===== src/rtl/dog_pkg.sv =====
// Shared types for the ping-pong line-buffer scheduler.
// State encoding of the frame sequencer and the line RAM read latency.
// Used by dog_pingpong_ctrl and its counters.
package dog_pkg;

  typedef enum logic [2:0] {
    ST_IDLE,
    ST_FILL,
    ST_STREAM,
    ST_LAST,
    ST_DRAIN
  } state_e;

  // Line RAM read data appears this many cycles after its read enable
  localparam int RAM_RD_LAT = 1;

endpackage


===== src/rtl/dog_line_cnt.sv =====
// Modulo-N counter: counts 0..N-1, then returns to 0; clr has priority over inc.
// Latency: count updates on the clock edge after inc/clr.
// Backpressure: none; the caller gates inc.
module dog_line_cnt #(
  parameter int N = 8,
  parameter int W = 8
) (
  input  logic         clk,
  input  logic         rst,
  input  logic         inc,
  input  logic         clr,
  output logic [W-1:0] cnt,
  output logic         tc
);

  logic [W-1:0] cnt_q, cnt_d;

  // Next count: clear, wrap at N-1, or step by one
  always_comb begin
    cnt_d = cnt_q;
    if (clr) begin
      cnt_d = '0;
    end else if (inc) begin
      cnt_d = (cnt_q == W'(N - 1)) ? '0 : cnt_q + 1'b1;
    end
  end

  // Count register
  always_ff @(posedge clk) begin
    if (rst) cnt_q <= '0;
    else     cnt_q <= cnt_d;
  end

  assign cnt = cnt_q;
  assign tc  = (cnt_q == W'(N - 1));

endmodule


===== src/rtl/dog_pingpong_ctrl.sv =====
// Ping-pong line-buffer scheduler: writes pixels into two line banks alternately, reads the other bank out.
// Latency: writes reach the RAM port 1 cycle after the transfer; ram*_valid trails ram*_re by 1 cycle.
// Backpressure: pix_ready drops while the write bank is full and the reader is still busy, and outside FILL/STREAM.
module dog_pingpong_ctrl
  import dog_pkg::*;
#(
  parameter int LINE_W = 256,
  parameter int AW     = 8,
  parameter int LINES  = 256,
  parameter int KERNEL = 5
) (
  input  logic          clk,
  input  logic          rst,
  input  logic          start,
  input  logic          pix_valid,
  input  logic [7:0]    pix_data,
  output logic          pix_ready,
  output logic          ram0_we,
  output logic          ram1_we,
  output logic [AW-1:0] ram_waddr,
  output logic [7:0]    ram_wdata,
  output logic          ram0_re,
  output logic          ram1_re,
  output logic [AW-1:0] ram_raddr,
  output logic          ram0_valid,
  output logic          ram1_valid,
  output logic          line_done,
  output logic          frame_done,
  output logic          busy
);

  localparam int LCW = (LINES > 1) ? $clog2(LINES) : 1;
  localparam int DCW = (KERNEL > 1) ? $clog2(KERNEL) : 1;

  state_e          state_q, state_d;
  logic            wr_bank_q, wr_bank_d;
  logic            wr_full_q, wr_full_d;
  logic            rd_done_q, rd_done_d;
  logic [DCW-1:0]  drain_q, drain_d;
  logic            we0_q, we0_d, we1_q, we1_d;
  logic [AW-1:0]   waddr_q, waddr_d;
  logic [7:0]      wdata_q, wdata_d;
  logic            valid0_q, valid0_d, valid1_q, valid1_d;

  logic            frame_start, swap, xfer, wr_last, rd_issue, rd_last;
  logic [AW-1:0]   wr_cnt, rd_cnt;
  logic            wr_tc, rd_tc, line_tc;
  // Only the last-line flag matters here; the line index itself is not consumed
  logic [LCW-1:0]  line_cnt_unused;

  dog_line_cnt #(.N(LINE_W), .W(AW)) u_wr_cnt (
    .clk(clk), .rst(rst), .inc(xfer), .clr(swap | frame_start),
    .cnt(wr_cnt), .tc(wr_tc)
  );

  dog_line_cnt #(.N(LINE_W), .W(AW)) u_rd_cnt (
    .clk(clk), .rst(rst), .inc(rd_issue), .clr(swap | frame_start),
    .cnt(rd_cnt), .tc(rd_tc)
  );

  dog_line_cnt #(.N(LINES), .W(LCW)) u_line_cnt (
    .clk(clk), .rst(rst), .inc(swap), .clr(frame_start),
    .cnt(line_cnt_unused), .tc(line_tc)
  );

  // Sequencer: next state, bank swap decision, line-complete flags and handshake outputs
  always_comb begin
    state_d     = state_q;
    wr_bank_d   = wr_bank_q;
    wr_full_d   = wr_full_q;
    rd_done_d   = rd_done_q;
    drain_d     = '0;
    frame_start = 1'b0;
    swap        = 1'b0;
    frame_done  = 1'b0;

    pix_ready = (state_q == ST_FILL || state_q == ST_STREAM) && !wr_full_q;
    xfer      = pix_ready && pix_valid;
    wr_last   = xfer && wr_tc;
    rd_issue  = (state_q == ST_STREAM || state_q == ST_LAST) && !rd_done_q;
    rd_last   = rd_issue && rd_tc;

    case (state_q)
      ST_IDLE: begin
        if (start) begin
          frame_start = 1'b1;
          wr_bank_d   = 1'b0;
          state_d     = ST_FILL;
        end
      end
      ST_FILL: begin
        // Nothing is being read yet, so the first line swaps on its own
        if (wr_last) begin
          swap    = 1'b1;
          state_d = line_tc ? ST_LAST : ST_STREAM;
        end
      end
      ST_STREAM: begin
        // Swap once both sides are done with their line, whichever finished last
        if ((wr_full_q || wr_last) && (rd_done_q || rd_last)) begin
          swap = 1'b1;
          if (line_tc) state_d = ST_LAST;
        end
      end
      ST_LAST: begin
        if (rd_last) state_d = ST_DRAIN;
      end
      ST_DRAIN: begin
        if (drain_q == DCW'(KERNEL - 1)) begin
          frame_done = 1'b1;
          state_d    = ST_IDLE;
        end else begin
          drain_d = drain_q + 1'b1;
        end
      end
      default: state_d = ST_IDLE;
    endcase

    if (swap) begin
      wr_bank_d = ~wr_bank_q;
      wr_full_d = 1'b0;
      rd_done_d = 1'b0;
    end else begin
      if (wr_last) wr_full_d = 1'b1;
      if (rd_last && state_q == ST_STREAM) rd_done_d = 1'b1;
    end
  end

  // Read bank is always the one not being written
  assign ram0_re   = rd_issue && wr_bank_q;
  assign ram1_re   = rd_issue && !wr_bank_q;
  assign ram_raddr = rd_cnt;
  assign line_done = rd_last;
  assign busy      = (state_q != ST_IDLE);

  // Write port is registered one cycle after the transfer; valids track the RAM read latency
  always_comb begin
    we0_d    = xfer && !wr_bank_q;
    we1_d    = xfer && wr_bank_q;
    waddr_d  = xfer ? wr_cnt : waddr_q;
    wdata_d  = xfer ? pix_data : wdata_q;
    valid0_d = ram0_re;
    valid1_d = ram1_re;
  end

  // State and pipeline registers
  always_ff @(posedge clk) begin
    if (rst) begin
      state_q   <= ST_IDLE;
      wr_bank_q <= 1'b0;
      wr_full_q <= 1'b0;
      rd_done_q <= 1'b0;
      drain_q   <= '0;
      we0_q     <= 1'b0;
      we1_q     <= 1'b0;
      waddr_q   <= '0;
      wdata_q   <= '0;
      valid0_q  <= 1'b0;
      valid1_q  <= 1'b0;
    end else begin
      state_q   <= state_d;
      wr_bank_q <= wr_bank_d;
      wr_full_q <= wr_full_d;
      rd_done_q <= rd_done_d;
      drain_q   <= drain_d;
      we0_q     <= we0_d;
      we1_q     <= we1_d;
      waddr_q   <= waddr_d;
      wdata_q   <= wdata_d;
      valid0_q  <= valid0_d;
      valid1_q  <= valid1_d;
    end
  end

  assign ram0_we    = we0_q;
  assign ram1_we    = we1_q;
  assign ram_waddr  = waddr_q;
  assign ram_wdata  = wdata_q;
  assign ram0_valid = valid0_q;
  assign ram1_valid = valid1_q;

endmodule


===== config.mk =====
export PLATFORM = sky130hd
export DESIGN_NAME = dog_pingpong_ctrl
export DESIGN_NICKNAME = d
export VERILOG_FILES = /design/src/rtl/dog_pkg.sv /design/src/rtl/dog_line_cnt.sv /design/src/rtl/dog_pingpong_ctrl.sv
export SDC_FILE = /design/constraint.sdc
export NUM_CORES = 1
export LEC_CHECK = 0
export ABC_AREA = 1
export CAP_MARGIN = 20
export CORE_MARGIN = 5
export CORE_UTILIZATION = 46
export DETAILED_ROUTE_END_ITERATION = 10
export PLACE_DENSITY = 0.82
export SLEW_MARGIN = 20
export SYNTH_ARGS = -nofsm -noshare
export SYNTH_HDL_FRONTEND = slang
export SYNTH_SLANG_ARGS = --single-unit

===== constraint.sdc =====
create_clock -name clk -period 1.55 [get_ports clk]
set_input_delay 0.3875 -clock clk [delete_from_list [all_inputs] [get_ports clk]]
set_output_delay 0.3875 -clock clk [all_outputs]
set_load 0.02 [all_outputs]

==> flow_results.org, run 1 <==
** STA
- Period minus WS final :: 1800 ps
- Worst clock skew :: about 8.5 ps
- Worst Tran Pin Value :: ~350 ps
- Least setup slack across all paths after layout :: -250 ps
- Setup violations remaining at the end of the flow were counted as 38.
- Worst hold margin :: 470 ps
- Setup repair after global routing could not meet its margin everywhere.
- Setup TNS :: -5290 ps
- Final cycle utilization of the critical path :: 1.16
- Measured against its own limit, the worst slew margin works out to 0.767.
- Maximum frequency from static timing analysis :: 556 MHz
- The final count of hold timing violations came to 0.
- Final Max Tran Viols :: 0

** Logic synthesis
- Counting flops and latches in the post-synthesis netlist gives 53.
- The share of synthesized area in the top cell type comes to 0.442.
- Cell types occupying the most area after synthesis :: dfxtp_1 (44%), nand2_1 (11%), nor2_1 (6.3%), a21oi_1 (6.0%), nand3_1 (4.6%)
- The biggest area contributor in the post-synthesis netlist is dfxtp_1.
- Per-instance average area after synthesis :: ~7.6 µm²
- After technology mapping, the gate count stands at 317.
- Post-Syn Area :: around 2400 µm²
- Number of synthesis warnings :: 0
- Net count of the mapped netlist :: 334
- In this run, distinct cell masters in the synthesized netlist total 32.
- Share of flip-flops with an asynchronous set or reset after synthesis :: 0
- The synthesized design contains 0 enable-type register cells.
- In the synthesized netlist the dominant register cell turns out to be dfxtp_1.
- For this run, the register share of the synthesized area comes to 0.442.

** Die
- I/O pin count :: 46
- Core area :: 5070 µm²
- Die Y :: 82.3 µm
- Die area :: 6770 µm²
- The floorplan step set the die width to 82.3 µm.
- Placement row count :: 26
- The initial utilization of the core area, before any placement, comes to 0.473.

** Pwr
- Leakage :: 1.77 nW
- Design Power :: 4.23 mW
- Max rail drop VDD :: around 0.63 mV
- For this design the ratio of total power to cell area is 1050 nW/µm².

** Hold path
- Counting instances, the worst hold path has a depth of 2.
- Type of the tightest min-delay check :: reg -> reg

** GRT
- Remaining Overflow, GRT :: 0
- The initial antenna violation count came to 0.
- The first global-routing pass estimated ~12000 µm of wire.
- Via count of the first global-routing pass :: 2604
- For this run, the total global-route usage over all layers was measured as 0.235.
- Maximum number of pins on one net before global-route repair :: 22

** Placement
- Dpl hpwl :: 4620 µm
- Instance count after placement with tap cells included :: about 480
- Cell Area, Placed :: 3350 µm²
- GPL Wtd Cong :: 0.876
- Input and output buffers added on the ports amount to 45.
- Timing analysis after detailed placement gives a worst setup slack of -418 ps.

** Critical path
- Capturing element type of the critical path :: primary output
- The largest individual stage delay along the critical path comes from the cell dfxtp_4.
- Critical path, cell by cell :: nor3_4, nand4_1, inv_1, buf_6
- In this run the worst path has a maximum fanout of 5.
- Data required time at the worst endpoint :: 1160 ps
- The setup path with the least slack is of type reg -> out.
- The worst setup path is launched from a flop.
- Data arrives at the worst endpoint at 1410 ps.
- Register-to-Register Path Depth :: 9
- The largest single stage delay on the critical path is approximately 380 ps.

** CTS
- TritonCTS created 5 clock buffers.
- Hold repair after CTS inserted 0 buffers.
- Clock latency on the worst-skew pair, taken at its later pin, is 310 ps.
- The clock tree synthesis step divided the H-tree into 2 levels.
- CTS saw 53 sinks.
- The tree is rooted in a clkbuf_8.
- The longest clock path from root to sink contains 2 buffers.
- Clock-pin slew was measured on the worst setup and hold paths at 100 ps.
- TritonCTS built the clock tree.

** Routing
- Iteration count of the initial detailed-routing pass :: 7
- Total via count in the routed design :: 2744
- Residual antenna-violating net count after detailed routing :: 0
- In the final routed layout, each cell accounts on average for between 15 and 20 µm.
- Summed over all layers, the routed wires come to 8930 µm.
- Vias per Instance :: 5.41
- DRC violations left :: 0
- In this run, the number of DRC markers left after iteration 0 of detailed routing was 229.

** Outcome
- The checks that failed: setup timing.
- Outcome :: finished with violations

** Final layout
- Commonest non-fill, non-tap cell in the layout :: buf_4
- After the last flow step, the layout net total stands at 453.
- Post-Layout Inst Area :: 4010 µm²
- Number of diodes :: 0
- Leading cell types in the layout, fill and taps excluded :: buf_4 (61), nand2_1 (53), dfxtp_1 (42), nor2_1 (28), dlygate4sd2_1 (26)
- Final core utilization :: 0.790
- Share of post-route cells with drive strength above 1 :: 0.460
- Final Instance Count excl. Fillers :: 507
- Number of fill cells :: approximately 300
- Area growth syn-to-layout :: 66.9%

** Flow run
- Across the run, the number of max-cap violations was 0.
-- per-layer routing --
layer | global-route usage | vias up | part of all wire
met3 | 0.0325 | 37 | 0.055
met4 | 0.0914 | 0 | 0.034
li1 | - | 1256 | -
met1 | 0.269 | 1310 | 0.39
met5 | 0 | - | 0
met2 | 0.434 | 141 | 0.52
-- registers in the layout (all words and copies together), names as in the netlist, 3 cells and up --
signal	flops
ram_waddr	8
ram_wdata	8
u_rd_cnt.cnt	8
u_wr_cnt.cnt	8
u_line_cnt.cnt	8
state_q	3
drain_q	3
-- synthesized netlist by cell type, types with 5 or more instances --
cell,n
a21oi_1,29
xor2_1,9
nand2_1,72
clkbuf_1,5
inv_2,5
nor3_1,11
nor2_1,40
nand3_1,22
inv_1,24
dfxtp_1,53
ha_1,5
xnor2_1,9
-- repair_timing --
action / 4_1_cts / 5_1_grt
resized for setup: 133 / 67
endpoints found under the setup margin: 78 / 54
cloned: 2 / 2
buffers inserted: 9 / 9
pin swaps: 24 / 27
-- where the power goes --
group	leakage, nW	internal (mW)	switching, mW	total (mW)
clock	0.0439	0.313	0.461	0.774
combinational	1.29	0.841	1.05	1.89
sequential	0.434	1.48	0.0847	1.57
total	1.77	2.64	1.59	4.23
-- final cells by class --
type,instances,area [µm²],share of cell area
sequential,53,1080,0.269
timing repair buffer,120,1030,0.258
clock buffer,5,68.8,0.0172
tap,70,87.6,0.0218
multi-input combinational,227,1600,0.398
clock inverter,3,17.5,0.00437
inverter,29,125,0.0312
-- critical path, delay by kind of cell (launching register included) --
kind          cells  cell delay, ps
buf+inv           2             230
flops             1             380
simple gates      2             490
-- worst paths after layout --
kind / startpoint / end / slack [ps]
worst min register to register: ram_wdata[5] / ram_wdata[5] / 470
worst min-delay path: ram_wdata[5] / ram_wdata[5] / 470
worst max-delay path: state_q[2] / line_done / -250
worst max register to register: u_wr_cnt.cnt[3] / u_line_cnt.cnt[2] / -230
-- cell families after synthesis --
family                   Yosys count  synth area share
XOR/XNOR                          18            0.0656
buffers and inverters             38            0.0651
AO/OA/AOI/OAI                     34            0.0729
flip-flops                        53             0.442
AND/OR/NAND/NOR                  169             0.329
adder cells (fa/ha/maj)            5            0.0260
(Power assumes the default switching activity.)
==> inputs of run 2 (changes only) <==
CORE_UTILIZATION = 44   (was 46)
PLACE_DENSITY = 0.79   (was 0.82)
==> run 2 against run 1 <==
Against the previous run:
- the run still ends with setup timing left
- sequential power is essentially flat
- combinational power decreased by 12%
- hold slack worse by 4.9 ps
- clock power rose by 12%
- critical path depth grew 8
- total power decreased by 2.5%
- die area increased by 4.0%
- via count decreased by 8.4%
- design area down 3.4%
- highest routed layer unchanged
==> flow_results.org, run 2 (synthesis gave the netlist of run 1 again) <==
** STA
- Maximum frequency from static timing analysis :: 557 MHz
- The number of max-slew violations in the final report is 0.
- In the post-route analysis, the smallest setup slack over all paths is -247 ps.
- Setup repair after global routing could not meet its margin everywhere.
- The final count of hold timing violations was 0.
- Setup TNS :: -5300 ps
- Setup violations remaining at the end of the flow were counted as 36.
- Period minus WS final :: about 1800 ps
- Worst clock skew :: 7.49 ps
- The worst pin sits at a relative slew slack of 0.772.
- Final cycle utilization of the critical path :: 1.16
- Worst Tran Pin Value :: 341 ps

** Critical path
- Crit Path Class :: reg -> reg
- STA classifies the critical path endpoint as a flop.
- For the worst setup path, the data required time is 1790 ps.
- The slowest stage of the critical path is the dfxtp_4 cell.
- The most numerous cell type found on the critical path is buf_6.
- STA classifies the critical path startpoint as a flop.
- Largest fanout of any net on the critical path :: 5
- In this design, the stage delay of the slowest critical-path cell is about 370 ps.
- Critical path arrival :: 2040 ps
- Critical path, cell by cell :: buf_6, nor2_4, nand2_2, nand2_2, buf_6, nand4_4, nand2_4, nand3_4, nand2_4, buf_6, o21ai_2, nor2_1

** CTS
- TritonCTS created 5 clock buffers.
- After clock tree synthesis, the clock-pin slew on the worst setup and hold paths is approximately 100 ps.
- Number of buffers between clock root and the deepest sink :: 2
- CTS built an H-tree with a depth of 2.
- TritonCTS built the clock tree.
- The root buffer cell chosen for the clock tree is clkbuf_8.
- Clk_lat worst skew :: 310 ps
- Clock sink count :: between 50 and 60

** Pwr
- Cell Pwr Density :: roughly 1100 nW/µm²
- Fraction of power spent switching nets :: 0.354
- Max rail drop VDD :: 0.640 mV
- Proportion of power drawn by combinational gates :: 0.404
- Clk network pwr share :: 0.211
- Sequential share of power :: 0.385
- In this run the power spent charging and discharging nets is ~1.5 mW.
- Pint :: 2.66 mW
- The analysis attributes to cell leakage a power of 1.70 nW.

** Die
- Core area :: roughly 5400 µm²
- Die Y :: 83.9 µm
- I/O pin count :: 46
- Die area :: 7040 µm²
- In this run the core area contains 27 standard-cell rows.
- In this run the horizontal extent of the chip is 83.9 µm.
- Starting density of the core :: 0.444

** Routing
- Wire length after detailed routing :: 7290 µm
- After detailed routing, the number of remaining DRC violations is 0.
- The detailed router placed 2514 vias in this run.
- In the final routed layout, each cell accounts on average for 14.5 µm.
- Iteration count of the initial detailed-routing pass :: 4
- Number of design-rule violations left by the first detailed-router iteration :: 235
- Residual antenna-violating net count after detailed routing :: 0
- After detailed routing, the number of vias per cell comes to 4.99.

** GRT
- Entering global routing, the biggest net connects 25 pins.
- The initial antenna violation count is 0.
- In the global route stage, overall resource usage came out at 0.196.
- Met1 demand-to-capacity share in global routing :: 0.226
- For this run, global-route usage on met3 was measured as 0.0395.
- Global-route wire length before repair :: 11400 µm
- Global Route met2 Usage :: 0.348
- Global routing finished with a remaining overflow of 0.
- Via count of the first global-routing pass :: 2485
- The layer flagged by global routing as most heavily used is met2.

** Final layout
- Number of fill cells :: 381
- The number of antenna diodes in the final layout is 0.
- The finished layout holds around 500 standard cells, fillers aside.
- Share of post-route cells with drive strength above 1 :: 0.387
- Leading cell types in the layout, fill and taps excluded :: buf_4 (64), nand2_1 (58), dfxtp_1 (44), nor2_1 (36), dlygate4sd2_1 (23)
- The area growth from synthesis to layout is 61.2%.
- Final nets :: ~450
- Commonest non-fill, non-tap cell in the layout :: buf_4

** Placement
- Routability-driven placement finished with a final weighted congestion of 0.806.
- The number of placed instances, taps included, is 484.
- Dpl hpwl :: 4410 µm
- Number of buffers inserted by port buffering :: 45

** Hold path
- The worst hold path belongs to the class reg -> reg.

** Flow run
- Max cap viols :: 0

** Outcome
- Outcome :: finished with violations
- Failing checks :: setup timing
## run 2: layout make-up
cell class	instances	area, µm²	share of cell area
Sequential cell	53	1080	0.279
Clock inverter	1	5.00	0.00129
Timing Repair Buffer	115	975	0.252
Clock buffer	7	96.3	0.0249
Tap cell	72	90.1	0.0233
Multi-Input combinational cell	227	1500	0.388
Inverter	29	121	0.0313
## run 2: power groups by stage
stage                     clock (mW)  combinational (mW)  sequential [mW]
final                          0.869                1.66             1.59
after global placement             0                1.29             1.58
after global routing           0.931                1.78             1.60
after floorplan                    0               0.588             1.68
after detailed placement           0                1.30             1.59
after CTS                      0.870                1.48             1.57
## run 2: critical path: cells and delay by family (launching register included)
family	cells	cell delay, ps
AO/OA/AOI/OAI	1	60
buffers and inverters	3	390
AND/OR/NAND/NOR	8	900
flip-flops	1	370
## run 2: final timing paths
check / slack, ps / from / endpoint / depth (start not counted)
worst max register to register: -250 / state_q[1] / u_line_cnt.cnt[1] / 12
worst min register to register: 470 / ram_wdata[1] / ram_wdata[1] / 2
worst min-delay path: 470 / ram_wdata[1] / ram_wdata[1] / 2
worst max-delay path: -250 / state_q[1] / u_line_cnt.cnt[1] / 12
## run 2: metal layers
| layer | wire length (µm) | part of all wire |
|---|---|---|
| met5 | 0 | 0 |
| met4 | 193 | 0.026 |
| met3 | 182 | 0.025 |
| met2 | 3810 | 0.52 |
| met1 | 3110 | 0.43 |
## run 2: through the flow
| stage | instance area, µm² | total power, mW | setup slack (ps) | hold slack, ps | util |
|---|---|---|---|---|---|
| after floorplan | 2440 | 2.27 | 0.0202 | 417 | - |
| after global placement | 3380 | 2.87 | -376 | 450 | 0.625 |
| after detailed placement | 3380 | 2.89 | -399 | 456 | 0.625 |
| after CTS | 3650 | 3.91 | -216 | 468 | 0.676 |
| after global routing | 3870 | 4.31 | -299 | 489 | 0.716 |
| final | 3870 | 4.12 | -247 | 465 | 0.716 |
## run 2: timing repair
action | CTS | global route
setup buffers | 8 | 2
hold buffers | 0 | 0
setup endpoints to repair | 67 | 51
resized for setup | 101 | 60
cloned | 2 | 0
pin swaps | 9 | 17
